[src/rtl/mem_access_unit.sv]
// MEM-stage data-memory controller: req/ack handshake, pipeline stall until the access
// completes, MEM/WB register with load data; misaligned/timed-out accesses retire as bubbles.
module mem_access_unit #(
  parameter int word     = 32,
  parameter int rwidth   = 5,
  parameter int MAX_WAIT = 15,
  parameter int TOUT_W   = 4
) (
  input  logic              Clock,
  input  logic              Reset,
  input  logic              MEM_MemRead,
  input  logic              MEM_MemWrite,
  input  logic              MEM_MemtoReg,
  input  logic              MEM_RegWrite,
  input  logic [word-1:0]   MEM_ALU_result,
  input  logic [word-1:0]   MEM_MUX6_out,
  input  logic [rwidth-1:0] MEM_MUX8_out,
  output logic              DM_req,
  output logic              DM_we,
  output logic [word-1:0]   DM_addr,
  output logic [word-1:0]   DM_wdata,
  input  logic              DM_ack,
  input  logic [word-1:0]   DM_rdata,
  output logic              Stall,
  output logic              WB_RegWrite,
  output logic              WB_MemtoReg,
  output logic [word-1:0]   WB_ALU_result,
  output logic [word-1:0]   WB_ReadData,
  output logic [rwidth-1:0] WB_MUX8_out,
  output logic              AlignErr,
  output logic              BusErr
);

  localparam logic [0:0] S_IDLE = 1'b0;
  localparam logic [0:0] S_WAIT = 1'b1;
  localparam logic [TOUT_W-1:0] LAST_WAIT = TOUT_W'(MAX_WAIT - 1);

  logic [0:0]        state_q, state_d;
  logic [TOUT_W-1:0] cnt_q, cnt_d;
  logic              req_q, req_d;
  logic              we_q, we_d;
  logic [word-1:0]   addr_q, addr_d;
  logic [word-1:0]   wdata_q, wdata_d;
  logic              wb_regwrite_q, wb_regwrite_d;
  logic              wb_memtoreg_q, wb_memtoreg_d;
  logic [word-1:0]   wb_alu_q, wb_alu_d;
  logic [word-1:0]   wb_rdata_q, wb_rdata_d;
  logic [rwidth-1:0] wb_dst_q, wb_dst_d;
  logic              align_err_q, align_err_d;
  logic              bus_err_q, bus_err_d;
  logic              stall_c;

  logic memop, misaligned, ack_vld;
  assign memop      = MEM_MemRead | MEM_MemWrite;
  assign misaligned = memop & (MEM_ALU_result[1:0] != 2'b00);
  // Ack is only meaningful while a request is outstanding.
  assign ack_vld    = DM_ack & req_q;

  always_comb begin
    state_d       = state_q;
    cnt_d         = cnt_q;
    req_d         = req_q;
    we_d          = we_q;
    addr_d        = addr_q;
    wdata_d       = wdata_q;
    wb_regwrite_d = 1'b0;
    wb_memtoreg_d = 1'b0;
    wb_alu_d      = '0;
    wb_rdata_d    = '0;
    wb_dst_d      = '0;
    align_err_d   = 1'b0;
    bus_err_d     = 1'b0;
    stall_c       = 1'b0;

    case (state_q)
      S_IDLE: begin
        if (!memop) begin
          wb_regwrite_d = MEM_RegWrite;
          wb_memtoreg_d = MEM_MemtoReg;
          wb_alu_d      = MEM_ALU_result;
          wb_dst_d      = MEM_MUX8_out;
        end else if (misaligned) begin
          align_err_d = 1'b1;
        end else begin
          stall_c = 1'b1;
          req_d   = 1'b1;
          we_d    = ~MEM_MemRead;
          addr_d  = MEM_ALU_result;
          wdata_d = MEM_MUX6_out;
          cnt_d   = '0;
          state_d = S_WAIT;
        end
      end
      default: begin
        if (ack_vld) begin
          // Stall drops here so EX/MEM advances on the same edge the result retires.
          req_d         = 1'b0;
          wb_regwrite_d = MEM_RegWrite;
          wb_memtoreg_d = MEM_MemtoReg;
          wb_alu_d      = MEM_ALU_result;
          wb_dst_d      = MEM_MUX8_out;
          wb_rdata_d    = we_q ? '0 : DM_rdata;
          state_d       = S_IDLE;
        end else if (cnt_q < LAST_WAIT) begin
          stall_c = 1'b1;
          cnt_d   = cnt_q + 1'b1;
        end else begin
          req_d     = 1'b0;
          bus_err_d = 1'b1;
          state_d   = S_IDLE;
        end
      end
    endcase
  end

  always_ff @(posedge Clock) begin
    if (Reset) begin
      state_q       <= S_IDLE;
      cnt_q         <= '0;
      req_q         <= 1'b0;
      we_q          <= 1'b0;
      addr_q        <= '0;
      wdata_q       <= '0;
      wb_regwrite_q <= 1'b0;
      wb_memtoreg_q <= 1'b0;
      wb_alu_q      <= '0;
      wb_rdata_q    <= '0;
      wb_dst_q      <= '0;
      align_err_q   <= 1'b0;
      bus_err_q     <= 1'b0;
    end else begin
      state_q       <= state_d;
      cnt_q         <= cnt_d;
      req_q         <= req_d;
      we_q          <= we_d;
      addr_q        <= addr_d;
      wdata_q       <= wdata_d;
      wb_regwrite_q <= wb_regwrite_d;
      wb_memtoreg_q <= wb_memtoreg_d;
      wb_alu_q      <= wb_alu_d;
      wb_rdata_q    <= wb_rdata_d;
      wb_dst_q      <= wb_dst_d;
      align_err_q   <= align_err_d;
      bus_err_q     <= bus_err_d;
    end
  end

  // Pipeline must not freeze while reset is flushing it.
  assign Stall         = stall_c & ~Reset;
  assign DM_req        = req_q;
  assign DM_we         = we_q;
  assign DM_addr       = addr_q;
  assign DM_wdata      = wdata_q;
  assign WB_RegWrite   = wb_regwrite_q;
  assign WB_MemtoReg   = wb_memtoreg_q;
  assign WB_ALU_result = wb_alu_q;
  assign WB_ReadData   = wb_rdata_q;
  assign WB_MUX8_out   = wb_dst_q;
  assign AlignErr      = align_err_q;
  assign BusErr        = bus_err_q;

endmodule

[config.mk]
export PLATFORM = sky130hd
export DESIGN_NAME = mem_access_unit
export DESIGN_NICKNAME = d
export VERILOG_FILES = /design/src/rtl/mem_access_unit.sv
export SDC_FILE = /design/constraint.sdc
export NUM_CORES = 1
export LEC_CHECK = 0
export ABC_AREA = 1
export BUFFER_PORTS_ARGS = -buffer_cell sky130_fd_sc_hd__buf_2
export CAP_MARGIN = 5
export CORE_MARGIN = 4
export CORE_UTILIZATION = 48
export DETAILED_ROUTE_END_ITERATION = 7
export GPL_TIMING_DRIVEN = 0
export PLACE_DENSITY = 0.91
export REMOVE_ABC_BUFFERS = 1
export SYNTH_ARGS = -nofsm -noshare
export SYNTH_HDL_FRONTEND = slang
export SYNTH_SLANG_ARGS = --single-unit
[constraint.sdc]
create_clock -name Clock -period 3 [get_ports Clock]
set_input_delay 0.45 -clock Clock [delete_from_list [all_inputs] [get_ports Clock]]
set_output_delay 0.45 -clock Clock [all_outputs]
set_load 0.005 [all_outputs]
==> flow_summary.yaml, run 1 <==
outcome:
  status: "finished clean"
timing:
  tightest_slew_ns: 1.273
  setup_viol: 0
  max_freq_mhz: 359.3
  drv_slew: 0
  post-route-period-util_pct: 92.78
  timing.final.hold_violations: 0
  holdWs_ns: 0.1537
  fin_skew_ns: 0.01758
  grt_setup_unrepaired: "false"
  max_slew_margin_pct: 15.14
  min_period_ns: 2.783
route:
  num_vias: 4242
  drc: 0
  wl_per_cell_um: 13.18
  ant_nets: 0
  viasPerCell: 4.537
  firstDrtPassIters: 4
  routed_wirelength_um: 12320
  first_iter_violations: 227
place:
  gp_congestion: 0.7780
  place_inst: 902
  place_hpwl_um: 8818
  port_buffers: 247
setup_path:
  worstSetupStartpoint: "state_q$_SDFF_PP0_"
  required_ns: 2.55
  startpoint_type: "flop"
  reg2reg_to: "DM_wdata[13]$_SDFFE_PP0P_"
  rr_startpoint: "state_q$_SDFF_PP0_"
  endpoint_kind: "primary output"
  arrival_ns: 2.33
  rrSetupSlack_ns: 0.63
  crit_slowest_cell: "nand3_4"
  cp_slowest_stage_delay_ns: 0.62
  path_class: "flop to primary output"
  cp_num_buf_inv: 3
  crit_chain: "inv_2 > nand3_4 > nand2_2 > inv_1 > nor2_1 > buf_2"
  path_delay_family: "simple AND/OR/NAND/NOR gates"
  path_max_fanout: 71
  reg2reg_depth: 5
global_route:
  antenna_found_initial: 0
  grt_pass1_vias: 4198
  grt.overflow.total: 0
  grt.total_usage_pct: 21.39
  grt_start_max_net_pins: 72
  grt_pass1_wl_um: 19320
logic_synthesis:
  synthesis.area_sq_um: 4631
  yosys_warnings: 0
  ys_types: 19
  syn_inst: 554
  synth_area_leader_cell: "dfxtp_1"
  ys_ff_latch: 144
  synth_area_leaders: "dfxtp_1, nand2_1, a21oi_1, inv_1, nor2_1"
  yosysTopAreaCellShare_pct: 62.25
  ys_seq_area_share_pct: 62.25
  synth_area_per_cell_sq_um: 8.359
min_path:
  hold_depth: 3
  whs_endpoint: "WB_ReadData[8]$_SDFF_PP0_"
  min_from: "DM_rdata[8]"
  hp-class: "input port to flop"
clocking:
  numCtsBuffers: 17
  root_buffer: "clkbuf_8"
  path_clk_slew_ns: 0.07
  clk_latency_ns: 0.50
  clockBufferDepth: 2
  hold_buffers: 0
  cts_resized: 0
  h-tree-depth: 4
  postCtsSetupBuffers: 0
  tritoncts: "built"
  cts_sinks: 144
die:
  core_area_sq_um: 9328
  io_pins: 248
  die_area_sq_um: 11280
  rows: 35
  dieHeight_um: 106.2
  start_util_pct: 49.64
  die_x_um: 106.2
power_and_ir_drop:
  p_per_area_nw_per_um2: 685.4
  vdd_drop_max_mv: 0.4319
  total_leakage_power_uw: 0.003516
final_layout:
  instances_no_fill: 935
  final_nets: 902
  drive_gt1_share_pct: 35.48
  antennaDiodeCount: 0
  post-route-util_pct: 69.42
  area_delta_synth_final_pct: 39.83
run:
  cap_viol_max_count: 0
## power by group
group	total (uW)	switching (uW)	internal (uW)	leakage (uW)
combinational	310	176	134	0.00205
sequential	2000	25.3	1980	0.00117
clock	2130	814	1310	0.000297
total	4440	1010	3420	0.00352
## worst reg2reg max path, stage by stage, from the launching register on
cell and delay [ns]:
dfxtp_1 0.34, inv_2 0.11, nand3_4 0.62, inv_4 0.83, nand2_1 0.19, a21oi_1 0.18
## per-layer routing
layer	part of all wire (%)	track usage, %
met3	9.5	7.650
met4	3.0	10.73
met1	38	22.47
met2	50	37.60
met5	0	0
## cell usage after synthesis
master,count
dfxtp_1,144
nand2_1,138
inv_1,81
nor2_1,76
a21oi_1,67
buf_2,14
buf_6,8
nand3_1,8
buf_1,3
clkbuf_1,3
nor3_1,3
inv_2,2
ha_1,1
inv_4,1
nand2_2,1
nand3_4,1
nand4_1,1
nor2_2,1
o21ai_0,1
## registers in the layout (all words and copies together), names as in the netlist
| signal | flops |
|---|---|
| DM_addr | 32 |
| DM_wdata | 32 |
| WB_ALU_result | 32 |
| WB_ReadData | 32 |
| WB_MUX8_out | 5 |
| cnt_q | 4 |
| AlignErr | 1 |
| BusErr | 1 |
| DM_req | 1 |
| DM_we | 1 |
| WB_MemtoReg | 1 |
| WB_RegWrite | 1 |
| state_q | 1 |
## kinds of logic (layout without fill, tap and decap cells)
| group | Yosys count | count (layout) | synth area share (%) |
|---|---|---|---|
| AO/OA/AOI/OAI | 68 | 68 | 7.349 |
| adder cells (fa/ha/maj) | 1 | 1 | 0.2702 |
| buffers and inverters | 112 | 364 | 10.81 |
| flip-flops | 144 | 144 | 62.25 |
| AND/OR/NAND/NOR | 229 | 229 | 19.32 |
## cells in the final DEF (no fill, tap or decap), types with 2 or more instances in the layout
cell       Yosys  layout
dfxtp_1      144     144
inv_2          2       2
inv_1         81      81
bufinv_16      0       3
clkinv_4       0       3
inv_8          0       2
clkbuf_8       0       2
inv_6          0       3
nand2_1      138     138
clkbuf_16      0      16
buf_2         14     247
nand3_1        8       7
nor2_1        76      76
nor3_1         3       3
a21oi_1       67      67
## per-stage QoR
| step | area, sq um | setup slack, ns | total power, uW | setup TNS (ns) |
|---|---|---|---|---|
| 6_report | 6475 | 0.2166 | 4438 | 0 |
| 3_5_place_dp | 5851 | 0.1643 | 2355 | 0 |
| 2_1_floorplan | 4448 | 1.049 | 2166 | 0 |
| 4_1_cts | 6460 | 0.1949 | 4487 | 0 |
| 3_3_place_gp | 5846 | -0.3049 | 2343 | -7.099 |
| 5_1_grt | 6475 | 0.02682 | 4617 | 0 |
## layout make-up
| type | count | area (sq um) |
|---|---|---|
| inverters | 84 | 317.8 |
| multi-input cells | 298 | 1252 |
| flip-flops and latches | 144 | 2883 |
| well taps | 129 | 161.4 |
| repair buffers | 248 | 1251 |
| clock buffers | 19 | 431.7 |
| fillers | 726 | 2853 |
| clock inverters | 13 | 177.7 |
## worst max-delay path by stage
stage,depth (start not counted),end
finish,6,Stall
global route,6,Stall
CTS,6,Stall
detailed placement,4,WB_ReadData[1]$_SDFF_PP0_
global placement,4,WB_ALU_result[13]$_SDFF_PP0_
floorplan,5,Stall
(Power assumes the default switching activity.)
==> inputs of run 2 (changes only) <==
- CORE_ASPECT_RATIO: unset -> 0.7
==> run 2 against run 1 <==
  * Register-to-register slack got worse by 0.06 ns
  * Clock power barely moved
  * Worst setup slack improved by 0.068 ns
  * Critical path type unchanged
  * Largest cell class unchanged
==> flow_summary.yaml, run 2 (synthesized netlist as in run 1, its figures left out) <==
outcome:
  status: "finished clean"
min_path:
  hp-class: "input port to flop"
  min_from: "DM_rdata[29]"
timing:
  holdWs_ns: 0.2600
  tightest_slew_ns: 1.318
  grt_setup_unrepaired: "false"
  drv_slew: 0
  max_slew_margin_pct: 12.16
  max_freq_mhz: 368.3
  setup_viol: 0
  setup_slack_ns: 0.2845
  min_period_ns: 2.716
  fin_skew_ns: 0.009875
  post-route-period-util_pct: 90.52
  timing.final.hold_violations: 0
place:
  port_buffers: 247
  gp_congestion: 0.8164
  place_inst: 899
  place_hpwl_um: 8934
  pre_cts_ws_ns: 0.3222
setup_path:
  startpoint_type: "flop"
  worstSetupStartpoint: "state_q$_SDFF_PP0_"
  rrSetupSlack_ns: 0.57
  rr_startpoint: "state_q$_SDFF_PP0_"
  required_ns: 2.55
  path_class: "flop to primary output"
  arrival_ns: 2.27
  endpoint_kind: "primary output"
  path_max_fanout: 71
global_route:
  grt.overflow.total: 0
  grt_pass1_vias: 4155
  grt_pass1_wl_um: 20340
  antenna_found_initial: 0
  grt_start_max_net_pins: 72
  grt.total_usage_pct: 22.35
die:
  die_area_sq_um: 11310
  io_pins: 248
  start_util_pct: 50.24
  die_x_um: 125.4
  dieHeight_um: 90.18
  core_area_sq_um: 9216
  rows: 29
final_layout:
  instances_no_fill: 931
  final_nets: 903
  fill_cells: 706
  area_delta_synth_final_pct: 40.07
  drive_gt1_share_pct: 35.44
  antennaDiodeCount: 0
  layout_common_cells: "buf_2, dfxtp_1, nand2_1, inv_1, nor2_1"
  mostFrequentLayoutCell: "buf_2"
clocking:
  clk_latency_ns: 0.40
  postCtsSetupBuffers: 0
  cts_sinks: 144
  hold_buffers: 0
  numCtsBuffers: 17
  tritoncts: "built"
  root_buffer: "clkbuf_16"
  h-tree-depth: 4
  path_clk_slew_ns: 0.06
  clockBufferDepth: 2
  cts_resized: 0
route:
  routed_wirelength_um: 12710
  wl_per_cell_um: 13.65
  num_vias: 4215
  viasPerCell: 4.527
  firstDrtPassIters: 8
  ant_nets: 0
  drc: 0
  first_iter_violations: 208
power_and_ir_drop:
  vdd_drop_max_mv: 0.4246
  total_leakage_power_uw: 0.003512
  p_per_area_nw_per_um2: 682.2
run:
  cap_viol_max_count: 0
[run 2: final cells by class]
| cell class | count | area [sq um] | share of cell area [%] |
|---|---|---|---|
| clock buffers | 20 | 446.7 | 6.887 |
| repair buffers | 249 | 1271 | 19.60 |
| well taps | 124 | 155.1 | 2.392 |
| flip-flops and latches | 144 | 2883 | 44.44 |
| clock inverters | 12 | 160.2 | 2.469 |
| multi-input cells | 298 | 1252 | 19.31 |
| inverters | 84 | 317.8 | 4.900 |
[run 2: per-stage QoR]
step | setup TNS, ns | instance area (sq um) | total power (uW) | utilization (%)
after detailed placement | 0 | 5879 | 2360 | 63.79
after CTS | 0 | 6486 | 4469 | 70.38
after floorplan | 0 | 4448 | 2166 | -
after global routing | 0 | 6486 | 4608 | 70.38
final | 0 | 6486 | 4425 | 70.38
after global placement | -11.10 | 5839 | 2344 | 63.36
[run 2: final timing paths]
kind / end / cells after the start
max: Stall / 6
min: WB_ReadData[29]$_SDFF_PP0_ / 3
max reg2reg: DM_wdata[18]$_SDFFE_PP0P_ / 5
min reg2reg: DM_addr[6]$_SDFFE_PP0P_ / 2
[run 2: power breakdown]
part           internal, uW  total, uW  switching (uW)
combinational           137        315             178
sequential             1980       2000            26.7
clock                  1330       2110             770
[run 2: worst max-delay path: stages (launching register included)]
cell     delay (ns)
dfxtp_1        0.34
inv_2          0.12
nand3_4        0.65
nand2_2        0.38
inv_1          0.13
nor2_1         0.10
buf_2          0.14
[run 2: per-layer routing]
| layer | up-vias | global-route usage (%) | routed length (um) |
|---|---|---|---|
| met5 | - | 0 | 0 |
| met1 | 1921 | 25.91 | 5114 |
| met4 | 0 | 8.664 | 211 |
| li1 | 2129 | - | - |
| met2 | 147 | 38.55 | 6554 |
| met3 | 18 | 7.109 | 825 |
